===== src/rtl/dec_pkg.sv =====
// Shared widths, output type and idle constants for the 3-to-8 decoder.
package dec_pkg;

  localparam int unsigned DEC_IN_W  = 3;
  localparam int unsigned DEC_OUT_W = 2 ** DEC_IN_W;

  typedef logic [DEC_OUT_W-1:0] dec_out_t;

  localparam dec_out_t DEC_IDLE_HI = dec_out_t'(8'h00);
  localparam dec_out_t DEC_IDLE_LO = dec_out_t'(8'hFF);

  // An X/Z select propagates X through the shift rather than a false one-hot.
  function automatic dec_out_t dec_onehot(input logic en, input logic [DEC_IN_W-1:0] a);
    dec_onehot = en ? (dec_out_t'(1) << a) : DEC_IDLE_HI;
  endfunction

endpackage


===== src/rtl/dec_3to8_core.sv =====
// Pure combinational decode of {en, a} to an active-high one-hot vector.
module dec_3to8_core
  import dec_pkg::*;
(
  input  logic                en,
  input  logic [DEC_IN_W-1:0] a,
  output dec_out_t            d
);

  assign d = dec_onehot(en, a);

endmodule


===== src/rtl/dec_3to8.sv =====
// 3-to-8 select decoder with optional output inversion and optional output flop.
module dec_3to8
  import dec_pkg::*;
#(
  parameter bit REGISTERED     = 1'b1,
  parameter bit ACTIVE_LOW_OUT = 1'b0
) (
  input  logic                clk,
  input  logic                rst_n,
  input  logic                en,
  input  logic [DEC_IN_W-1:0] A,
  output dec_out_t            D
);

  localparam dec_out_t IDLE = ACTIVE_LOW_OUT ? DEC_IDLE_LO : DEC_IDLE_HI;

  dec_out_t dec_val;
  dec_out_t dec_pol;

  dec_3to8_core u_core (
    .en (en),
    .a  (A),
    .d  (dec_val)
  );

  assign dec_pol = ACTIVE_LOW_OUT ? ~dec_val : dec_val;

  if (REGISTERED) begin : g_reg
    dec_out_t d_q;

    // Single flop stage; reset forces the idle pattern immediately.
    always_ff @(posedge clk or negedge rst_n) begin
      if (!rst_n) begin
        d_q <= IDLE;
      end else begin
        d_q <= dec_pol;
      end
    end

    assign D = d_q;
  end else begin : g_comb
    // Clock and reset have no function in the glue-logic variant.
    logic unused_clk_rst;
    assign unused_clk_rst = &{1'b0, clk, rst_n};
    assign D = dec_pol;
  end

endmodule


===== config.mk =====
export PLATFORM = sky130hd
export DESIGN_NAME = dec_3to8
export DESIGN_NICKNAME = d
export VERILOG_FILES = /design/src/rtl/dec_pkg.sv /design/src/rtl/dec_3to8_core.sv /design/src/rtl/dec_3to8.sv
export SDC_FILE = /design/constraint.sdc
export NUM_CORES = 1
export LEC_CHECK = 0
export ABC_AREA = 1
export CAP_MARGIN = 15
export CORE_AREA = 2 2 39 41
export CTS_CLUSTER_DIAMETER = 200
export DETAILED_ROUTE_END_ITERATION = 8
export DIE_AREA = 0 0 41 43
export GPL_TIMING_DRIVEN = 1
export HOLD_SLACK_MARGIN = 0.08
export PLACE_DENSITY_LB_ADDON = 0.3
export SLEW_MARGIN = 25
export SYNTH_ARGS = -nofsm -noshare
export SYNTH_HDL_FRONTEND = slang
export SYNTH_SLANG_ARGS = --single-unit

===== constraint.sdc =====
create_clock -name clk -period 0.8 [get_ports clk]
set_input_delay 0.16 -clock clk [delete_from_list [all_inputs] [get_ports clk]]
set_output_delay 0.16 -clock clk [all_outputs]
set_load 0.02 [all_outputs]

==> results.yml <==
pwr:
  leakage_nw: 0.2331
  p_total_w: 0.0008080
  p_switching_w: 0.0001743
  comb_power_share: 0.115
  irDropWorstVdd_mv: 0.5083
  switching_share: 0.2157
  pwr-share-clk: 0.365
  p_per_area_nw_per_um2: 1809
  power_frac_seq: 0.520
  intPower_w: 0.0006337
critical_path:
  slowest_stage: "dfrtp_1"
  crit_family: "flip-flops"
  required_ps: 640
  worst-path-buf-inv: 1
  path_max_fanout: 1
  cp-end-kind: "output port"
  timing.critical_path.from_type: "flop"
  cp_data_arrival_time_ps: 740
  cpPeakStageDelay_ps: 370
  worstPathCellList: "buf_6"
  path_class: "flop to output port"
die:
  start_util: 0.1908
  die-height_um: 43
  core-area_um2: 1384
  dieArea_um2: 1763
  die_w_um: 41
  num_io_pins: 14
  num_rows: 14
cells_and_area:
  largest_register_ffs: 8
  syn2layout_area_growth_pct: 69.19
  n_antenna_cell: 0
  layout.nets: 49
  drive_above_1_share: 0.2683
  fillerInstances: 158
  final_area_um2: 446.7
  final_cell_count_no_fill: 57
routing:
  drc: 0
  viasPerCell: 3.737
  wl_met3_um: 37
  wl_met2_um: 242
  first_iter_violations: 2
  m1WireLength_um: 170
  firstDrtPassIters: 5
  drt-total-wl_um: 458
  vias: 213
  drtAntennaViolNets: 0
  wl_per_cell_um: 8.035
  routed.top_layer: "met4"
clock_network:
  cts_setup_buffers: 0
  clk_pin_slew_worst_paths_ps: 50
  h-tree-depth: 1
  numCtsBuffers: 3
  ctsResizeCount: 48
  cts_hold_buf: 0
  clk_path_buf_depth: 2
  cts-root-buf: "clkbuf_4"
  cts_sinks: 8
  tritoncts: "built"
grt:
  grt_max_degree: 9
  grtUsageTotal: 0.07505
  grt_pass1_vias: 194
  grt_pass1_wl_um: 731
  antenna_found_initial: 0
  grt_overflow: 0
timing:
  worst_slew_pin_slew_ps: 342.9
  maxSlewHeadroom: 0.7707
  fin_crit_sh: 1.130
  hold_violations: 0
  slew_viol_final: 0
  fin_setup_tns_ps: -816.6
  fin_crit_ps: 904.4
  fmax_mhz: 1106
  rsz0062_at_grt: "yes"
  finalWorstSetupSlack_ps: -104.4
  setup_viol: 8
  holdWs_ps: 181.8
place:
  place_inst: 54
  post_dp_cell_area_um2: 414.1
  gp_congestion: 0.7784
  placement.io_buffers: 13
  dp_hpwl_um: 359.6
yosys:
  synthDominantCellAreaShare: 0.7583
  synthArstFlopShare: 1.000
  ys.warnings.count: 0
  synth_seq_area_share: 0.7583
  synth_top_cell_by_area: "dfrtp_1"
  synth-seq-cells: 8
  ys_types: 4
  syn_area_um2: 264.0
  synth_common_cells: "dfrtp_1 (8), nor2_1 (8), nand2_1 (6)"
  synth_fp_nets: 31
  synthFlopType: "dfrtp_1"
  synth_area_leaders: "dfrtp_1 (76%), nor2_1 (11%), nand2_1 (8.5%)"
  synth_edf_count: 0
  synth.avg_cell_area_um2: 10.56
  syn_inst: 25
run_status:
  violations: "negative setup slack"
  status: "complete, but fails checks"
min_path:
  min_path_type: "primary input to async pin"
run:
  maxCapViolCount: 0
[cells by family after synthesis]
logic type             share of synthesized area
and+or+nand+nor                           0.1991
buffers and inverters                    0.04265
DFF                                       0.7583
[power groups by stage]
stage               registers, W  logic [W]  clock network [W]
global route            0.000420   0.000103           0.000335
detailed placement      0.000425  0.0000919                  0
finish                  0.000420  0.0000928           0.000295
floorplan               0.000439  0.0000192                  0
global placement        0.000425  0.0000912                  0
CTS                     0.000420  0.0000942           0.000310
[layout by cell type (no fill, tap or decap)]
cell / Yosys / final
buf_6: 0 / 8
clkbuf_4: 0 / 3
clkdlybuf4s50_1: 0 / 5
dfrtp_1: 8 / 8
inv_1: 3 / 3
nand2_1: 6 / 6
nor2_1: 8 / 8
[how the worst max path moves through the flow]
stage,endpoint,slack (ps),start,cells after the start
after CTS,D[3],-120,D[3],1
after global routing,D[7],-140,D[7],1
after detailed placement,D[4],-260,D[4],1
after floorplan,D[0],220,D[0],0
after global placement,D[0],-260,D[0],1
final,D[3],-100,D[3],1
[per-layer routing]
metal,vias up,GRT usage
met2,11,0.08750
li1,106,-
met3,2,0.03141
met5,-,0
met4,0,0.1400
met1,94,0.06312
[layout make-up]
cell class / instances / area, µm² / area share
flip-flops and latches: 8 / 200.2 / 0.4482
repair buffers: 13 / 140.1 / 0.3137
multi-input cells: 14 / 52.55 / 0.1176
clock buffers: 3 / 22.52 / 0.05042
well taps: 16 / 20.02 / 0.04482
inverters: 3 / 11.26 / 0.02521
[through the flow]
stage / utilization / worst slack [ps]
final: 0.3228 / -104.4
after global routing: 0.3228 / -140.8
after CTS: 0.3228 / -118.5
after detailed placement: 0.2993 / -259.8
after global placement: 0.2993 / -261.9
after floorplan: - / 224.0
(Power assumes the default switching activity.)
